--- src/rtl/display_mux_7seg_if.sv ---
// rtl/display_mux_7seg_if.sv - segment/anode bus between pattern source and 7-seg scan driver
interface display_mux_7seg_if #(
    parameter int N_DIGITS = 4
);
    logic [7*N_DIGITS-1:0] seg_in;
    logic [N_DIGITS-1:0]   digit_en;
    logic [6:0]            seg;
    logic [N_DIGITS-1:0]   an;
    logic                  frame_start;

    modport master (
        output seg_in, digit_en,
        input  seg, an, frame_start
    );

    modport slave (
        input  seg_in, digit_en,
        output seg, an, frame_start
    );
endinterface

--- src/rtl/display_mux_7seg.sv ---
// rtl/display_mux_7seg.sv - time-multiplexed common-anode 7-seg scan driver with blanking and per-frame capture
module display_mux_7seg #(
    parameter int N_DIGITS     = 4,
    parameter int REFRESH_DIV  = 27000,
    parameter int BLANK_CYCLES = 270
) (
    input  logic                  clk,
    input  logic                  rst_n,
    display_mux_7seg_if.slave     bus
);
    localparam int CW = (REFRESH_DIV > 1) ? $clog2(REFRESH_DIV) : 1;
    localparam int IW = (N_DIGITS > 1) ? $clog2(N_DIGITS) : 1;

    logic [CW-1:0]           cnt, cnt_nxt;
    logic [IW-1:0]           idx, idx_nxt;
    logic [7*N_DIGITS-1:0]   shadow_seg;
    logic [N_DIGITS-1:0]     shadow_en;
    logic                    capture, drive;
    logic [N_DIGITS-1:0]     an_nxt, an_q;
    logic [6:0]              seg_nxt, seg_q;
    logic                    frame_start_q;

    assign bus.an          = an_q;
    assign bus.seg         = seg_q;
    assign bus.frame_start = frame_start_q;

    always_comb begin
        capture = (cnt == '0) && (idx == '0);
        drive   = (cnt >= CW'(BLANK_CYCLES));
        if (cnt == CW'(REFRESH_DIV - 1)) begin
            cnt_nxt = '0;
            idx_nxt = (idx == IW'(N_DIGITS - 1)) ? '0 : idx + 1'b1;
        end else begin
            cnt_nxt = cnt + 1'b1;
            idx_nxt = idx;
        end
    end

    // Capture happens only at cnt==0, which is always blank, so the current
    // shadow contents are safe to drive from without a bypass.
    always_comb begin
        an_nxt  = '1;
        seg_nxt = 7'h7f;
        for (int k = 0; k < N_DIGITS; k++) begin
            if (drive && (IW'(k) == idx) && shadow_en[k]) begin
                an_nxt[k] = 1'b0;
                seg_nxt   = shadow_seg[7*k +: 7];
            end
        end
    end

    always_ff @(posedge clk) begin
        if (!rst_n) begin
            cnt           <= '0;
            idx           <= '0;
            shadow_seg    <= '1;
            shadow_en     <= '0;
            an_q          <= '1;
            seg_q         <= 7'h7f;
            frame_start_q <= 1'b0;
        end else begin
            cnt           <= cnt_nxt;
            idx           <= idx_nxt;
            frame_start_q <= capture;
            an_q          <= an_nxt;
            seg_q         <= seg_nxt;
            if (capture) begin
                shadow_seg <= bus.seg_in;
                shadow_en  <= bus.digit_en;
            end
        end
    end
endmodule
--- src/flat_wrapper.sv ---
// flat-port wrapper written by rule: the top's interface ports become plain ports
module display_mux_7seg_flat 
#(
    parameter int N_DIGITS     = 4,
    parameter int REFRESH_DIV  = 27000,
    parameter int BLANK_CYCLES = 270
)
  (clk, rst_n, bus_seg_in, bus_digit_en, bus_seg, bus_an, bus_frame_start);
  display_mux_7seg_if #(.N_DIGITS(N_DIGITS)) bus_i ();
  input  logic clk;
  input  logic rst_n;
  input wire logic [$bits(bus_i.seg_in)-1:0] bus_seg_in;
  input wire logic [$bits(bus_i.digit_en)-1:0] bus_digit_en;
  output wire logic [$bits(bus_i.seg)-1:0] bus_seg;
  output wire logic [$bits(bus_i.an)-1:0] bus_an;
  output wire logic [$bits(bus_i.frame_start)-1:0] bus_frame_start;
  assign bus_i.seg_in = bus_seg_in;
  assign bus_i.digit_en = bus_digit_en;
  assign bus_seg = bus_i.seg;
  assign bus_an = bus_i.an;
  assign bus_frame_start = bus_i.frame_start;
  display_mux_7seg #(.N_DIGITS(N_DIGITS), .REFRESH_DIV(REFRESH_DIV), .BLANK_CYCLES(BLANK_CYCLES)) u_core (.clk(clk), .rst_n(rst_n), .bus(bus_i));
endmodule
--- config.mk ---
export PLATFORM = sky130hd
export DESIGN_NAME = display_mux_7seg_flat
export DESIGN_NICKNAME = d
export VERILOG_FILES = /design/src/rtl/display_mux_7seg_if.sv /design/src/rtl/display_mux_7seg.sv /design/src/flat_wrapper.sv
export SDC_FILE = /design/constraint.sdc
export NUM_CORES = 1
export LEC_CHECK = 0
export CORE_MARGIN = 3
export CORE_UTILIZATION = 33
export DETAILED_ROUTE_END_ITERATION = 8
export PLACE_DENSITY = 0.54
export SYNTH_ARGS = -nofsm -noshare
export SYNTH_HDL_FRONTEND = slang
export SYNTH_SLANG_ARGS = --single-unit
export TNS_END_PERCENT = 30
--- constraint.sdc ---
create_clock -name clk -period 2.03 [get_ports clk]
set_input_delay 0.203 -clock clk [delete_from_list [all_inputs] [get_ports clk]]
set_output_delay 0.203 -clock clk [all_outputs]
set_load 0.05 [all_outputs]
==> impl_metrics.toml, run 1 <==
[logic_synthesis]
synthFlopType = "dfxtp_1"
synth_most_common_cell = "dfxtp_1"
ys_warn_count = 0
ys_seq_elements = 61
synth_area_um2 = 2630
seq_area_frac_synth_pct = 46.4
synthCells = 275
synthesis.nets = 316
syn-mean-instance-area_um2 = 9.56
synth_area_leaders = "dfxtp_1 (46%), mux2i_1 (13%), nand2_1 (6.3%)"
synthDistinctLibCells = 35
synth_common_cells = "dfxtp_1 (61), nand2_1 (44), nor2_1 (36)"
synth_top_area_share_pct = 46.4
synth_edf_count = 0
synthArstFlopShare_pct = 0
synth_top_area_cell = "dfxtp_1"

[placed_design]
dp_hpwl_um = 4060
gp_congestion = 0.783
port_buffers = 45

[grt]
grt_use_total_pct = 13.9
grt_max_degree = 32
grt_pass1_vias = 1965
grt_antenna_before_repair = 0
grt_pass1_wl_um = 9460
grt-ovfl-total = 0

[floorplanning]
initial_utilization_pct = 35.1
die_h_um = 95.3
die_w_um = 95.3
rows = 31
core_um2 = 7490
die_area_um2 = 9080
pin_count = 46

[clock_tree]
clk_pin_slew_ns = 0.06
htreeDepth = 3
cts_tree = "yes"
cts_buffers = 9
cts_hold_buf = 0
clockBufferDepth = 2
clk_latency_ns = 0.34
cts-resized-gates = 0
cts.sinks = 61
post_cts_buffers = 0
root_buffer = "clkbuf_8"

[drt]
wl_um = 5770
drt_iter0_markers = 57
avgViaCountPerCell = 4.60
vias = 1952
route.detailed.wl_per_inst_um = 13.6
drt.antenna.violating_nets = 0
firstDrtPassIters = 4
drc = 0

[timing]
tightest_slew_ns = 0.529
slew_violations = 0
finalClockSkew_ns = 0.00639
fmax_mhz = 560
hold_viol = 0
setup_viol = 0
fin_crit_sh_pct = 88.0
rsz0062_at_grt = "false"
slew_headroom_pct = 64.8
tns_ns = 0
finalCriticalPeriod_ns = 1.79

[flow_run]
max-cap-violations = 0

[cells_and_area]
nNetsFinal = 361
syn2layout_area_growth_pct = 25.7
drive_gt1_share_pct = 8.62
diodes = 0

[critical_path]
cp-end-kind = "flop"
critPathKind = "reg2reg"
cpPeakStageDelay_ns = 0.34
critPathLaunchType = "flop"
worstPathArrival_ns = 2.01
required_ns = 2.25
path_cells = "inv_1 -> ha_1 -> nor4b_2 -> and4_2 -> buf_12 -> mux2i_1 -> nand2_1"
slowest_stage = "dfxtp_1"
cp_max_fo = 25

[power_and_ir_drop]
power_density_nw_per_um2 = 780
p_total_mw = 2.58
peakVddDrop_mv = 0.330
power.leakage_nw = 1.29

[worst_hold_path]
hp-class = "reg2reg"

[run_status]
outcome = "finished, final reports clean"
[flip-flops by register name, summed over array words and instances (netlist names)]
name	cells
u_core.shadow_seg	28
u_core.cnt	15
u_core.bus.seg	7
u_core.bus.an	4
u_core.shadow_en	4
u_core.idx	2
u_core.bus.frame_start	1
[critical path, delay by kind of cell (launching register included)]
kind	cells	cell delay, ns
adders and majority gates	1	0.20
and+or+nand+nor	3	0.57
muxes	1	0.22
buffers and inverters	2	0.31
DFF	1	0.34
[through the flow]
step | setup slack, ns | utilization, % | instance area, um^2 | instances | hold slack [ns]
after floorplan | 0.428 | - | 2630 | 275 | 0.331
after global placement | 0.257 | 41.8 | 3130 | 408 | 0.408
after detailed placement | 0.256 | 41.8 | 3130 | 408 | 0.409
after CTS | 0.238 | 44.2 | 3310 | 424 | 0.424
after global routing | 0.0728 | 44.2 | 3310 | 424 | 0.458
final | 0.243 | 44.2 | 3310 | 424 | 0.423
[layout make-up]
| cell class | instances | area, um^2 |
|---|---|---|
| multi-input cells | 191 | 1260 |
| clock inverters | 4 | 22.5 |
| fillers | 747 | 4180 |
| well taps | 99 | 124 |
| flip-flops and latches | 61 | 1220 |
| clock buffers | 12 | 155 |
| repair buffers | 50 | 500 |
| inverters | 7 | 26.3 |
[power breakdown]
| group | internal (mW) | total (mW) | switching [mW] |
|---|---|---|---|
| sequential | 1.26 | 1.31 | 0.0421 |
| combinational | 0.173 | 0.307 | 0.135 |
| clock | 0.503 | 0.967 | 0.464 |
| total | 1.94 | 2.58 | 0.640 |
[cell usage in the layout, fill, tap and decap left out, drive strengths merged, types with 3 or more instances in the layout]
cell           Yosys  layout
o311a              7       7
nor4               5       5
inv                7       7
xnor2             10      10
nor2              36      36
nand4              3       3
nand2             44      44
buf                9       5
o21ai              7       7
dfxtp             61      61
xor2               3       3
ha                 7       7
nor3              10      10
clkbuf             7      12
nor4b              3       3
clkdlybuf4s50      0      45
clkinv             0       3
and2               3       3
mux2i             33      33
and3               4       4
nand3              9       9
[cells by family (layout without fill, tap and decap cells)]
kind of cell | Yosys count | after routing | synth area share [%]
AND/OR/NAND/NOR | 120 | 120 | 22.1
flip-flops | 61 | 61 | 46.4
multiplexers | 33 | 33 | 12.6
buffers and inverters | 23 | 73 | 5.80
AO/OA/AOI/OAI | 18 | 18 | 5.47
XOR/XNOR | 13 | 13 | 4.33
adder cells (fa/ha/maj) | 7 | 7 | 3.33
[worst paths after layout]
check	cells past startpoint	endpoint	from	slack [ns]
setup / recovery	7	u_core.shadow_seg[9]	u_core.idx[0]	0.24
hold / removal	1	u_core.bus.an[3]	u_core.shadow_en[3]	0.42
setup reg to reg	7	u_core.shadow_seg[9]	u_core.idx[0]	0.24
hold reg to reg	1	u_core.bus.an[3]	u_core.shadow_en[3]	0.42
[per-layer routing]
layer / GRT usage, % / vias to the layer above / part of all wire [%]
met5: 0 / - / 0
met4: 6.13 / 0 / 1.5
met3: 3.55 / 8 / 4.3
met2: 20.1 / 43 / 43
met1: 19.3 / 880 / 51
li1: - / 1021 / -
Note: power is estimated with default switching activity, not from simulation.
==> inputs of run 2 (changes only) <==
--- a/config.mk
+++ b/config.mk
@@ -5,10 +5,11 @@
 export SDC_FILE = /design/constraint.sdc
 export NUM_CORES = 1
 export LEC_CHECK = 0
-export CORE_MARGIN = 3
+export CORE_MARGIN = 2
 export CORE_UTILIZATION = 33
 export DETAILED_ROUTE_END_ITERATION = 8
 export PLACE_DENSITY = 0.54
+export SKIP_CTS_REPAIR_TIMING = 1
 export SYNTH_ARGS = -nofsm -noshare
 export SYNTH_HDL_FRONTEND = slang
 export SYNTH_SLANG_ARGS = --single-unit
==> impl_metrics.toml, run 2 (synthesis results as in run 1) <==
[timing]
slew_headroom_pct = 63.2
setup_viol = 0
rsz0062_at_grt = "false"
tns_ns = 0
fmax_mhz = 565
tightest_slew_ns = 0.553
finalCriticalPeriod_ns = 1.77
finalClockSkew_ns = 0.0103
fin_crit_sh_pct = 87.2
slew_violations = 0
hold_viol = 0

[floorplanning]
die_area_um2 = 8700
pin_count = 46
initial_utilization_pct = 34.0
die_w_um = 93.3
die_h_um = 93.3
core_um2 = 7730
rows = 32

[clock_tree]
cts_tree = "yes"
clk_pin_slew_ns = 0.07
clk_latency_ns = 0.34
htreeDepth = 3
root_buffer = "clkbuf_8"
cts_buffers = 9
clockBufferDepth = 2
cts.sinks = 61

[power_and_ir_drop]
internal_power_mw = 2.00
power_density_nw_per_um2 = 803
power_frac_comb_pct = 11.6
power.leakage_nw = 1.29
clock_power_share_pct = 39.5
switching_power_mw = 0.667
p_sw_share_pct = 25.0
peakVddDrop_mv = 0.418
seq_power_share_pct = 48.9

[run_status]
outcome = "finished, final reports clean"

[grt]
grt_antenna_before_repair = 0
grt_pass1_vias = 1832
grt_pass1_wl_um = 9390
grt_use_total_pct = 14.3
grt_max_degree = 32
grt-ovfl-total = 0

[critical_path]
endpoint = "u_core.shadow_seg[25]"
cp_max_fo = 28
required_ns = 2.25
r2r_cells = 7
critPathLaunchType = "flop"
startpoint = "u_core.idx[0]"
critPathKind = "reg2reg"
r2r_end = "u_core.shadow_seg[25]"
reg2reg_slack_ns = 0.26
worstPathArrival_ns = 1.99
cp-end-kind = "flop"
timing.rr.start = "u_core.idx[0]"

[cells_and_area]
largest_register_ffs = 28
design_area_um2 = 3320
drive_gt1_share_pct = 8.62
final_common_cell = "dfxtp_1"
final_cell_mix = "dfxtp_1 (61), clkdlybuf4s50_1 (45), nand2_1 (44)"
diodes = 0
largest_register = "u_core.shadow_seg"
nNetsFinal = 361
syn2layout_area_growth_pct = 26.4

[worst_hold_path]
hp-class = "reg2reg"

[placed_design]
dp_hpwl_um = 3980
gp_congestion = 0.747
port_buffers = 45
placed_cell_area_um2 = 3130

[drt]
drt.antenna.violating_nets = 0
route.detailed.wl_per_inst_um = 13.7
vias = 1967
drc = 0
wl_um = 5840
drt_iter0_markers = 67
avgViaCountPerCell = 4.61
firstDrtPassIters = 4

[flow_run]
max-cap-violations = 0
[run 2: changes by cell type in the layout (fill, tap and decap cells not counted)]
cell	previous run	this run
bufinv_16	0	1
clkinvlp_4	1	2
clkbuf_8	11	9
clkinv_2	3	2
clkinv_4	0	1
[run 2: worst min path at each step]
stage	from	depth (start not counted)	to
2_1_floorplan	bus_seg_in[14]	2	u_core.shadow_seg[14]
3_3_place_gp	u_core.shadow_en[3]	1	u_core.bus.an[3]
3_5_place_dp	u_core.shadow_en[3]	1	u_core.bus.an[3]
4_1_cts	u_core.shadow_en[3]	1	u_core.bus.an[3]
5_1_grt	u_core.shadow_en[0]	1	u_core.bus.an[0]
6_report	u_core.shadow_en[0]	1	u_core.bus.an[0]
[run 2: per-layer routing]
layer	GRT usage [%]	vias to the layer above	share of wire [%]
li1	-	1019	-
met1	20.0	906	52
met2	20.1	35	43
met3	3.46	7	3.4
met4	7.35	0	1.4
met5	0	-	0
[run 2: power groups by stage]
stage               combinational (mW)  sequential [mW]  clock [mW]
floorplan                        0.222             1.33           0
global placement                 0.309             1.33           0
detailed placement               0.311             1.33           0
CTS                              0.314             1.30        1.08
global route                     0.340             1.31        1.14
finish                           0.311             1.30        1.05
[run 2: metrics by stage]
stage	util, %	setup slack [ns]	hold slack [ns]	std cells	power, mW
floorplan	-	0.428	0.331	275	1.55
global placement	40.5	0.281	0.406	411	1.64
detailed placement	40.5	0.249	0.408	411	1.64
CTS	43.0	0.251	0.425	427	2.70
global route	43.0	0.111	0.443	427	2.79
finish	43.0	0.260	0.425	427	2.67
[run 2: worst max-delay path, stage by stage, from the launching register on]
cell and delay [ns]:
dfxtp_1 0.34, inv_1 0.09, ha_1 0.19, nor4b_2 0.20, and4_2 0.29, buf_12 0.23, mux2i_1 0.23, nand2_1 0.07
[run 2: cell type report]
| cell class | count | area, um^2 |
|---|---|---|
| inverter | 7 | 26.3 |
| clock buffer | 10 | 128 |
| multi-input combinational | 191 | 1260 |
| clock inverter | 6 | 63.8 |
| fill | 776 | 4400 |
| tap | 102 | 128 |
| sequential | 61 | 1220 |
| timing repair buffer | 50 | 500 |
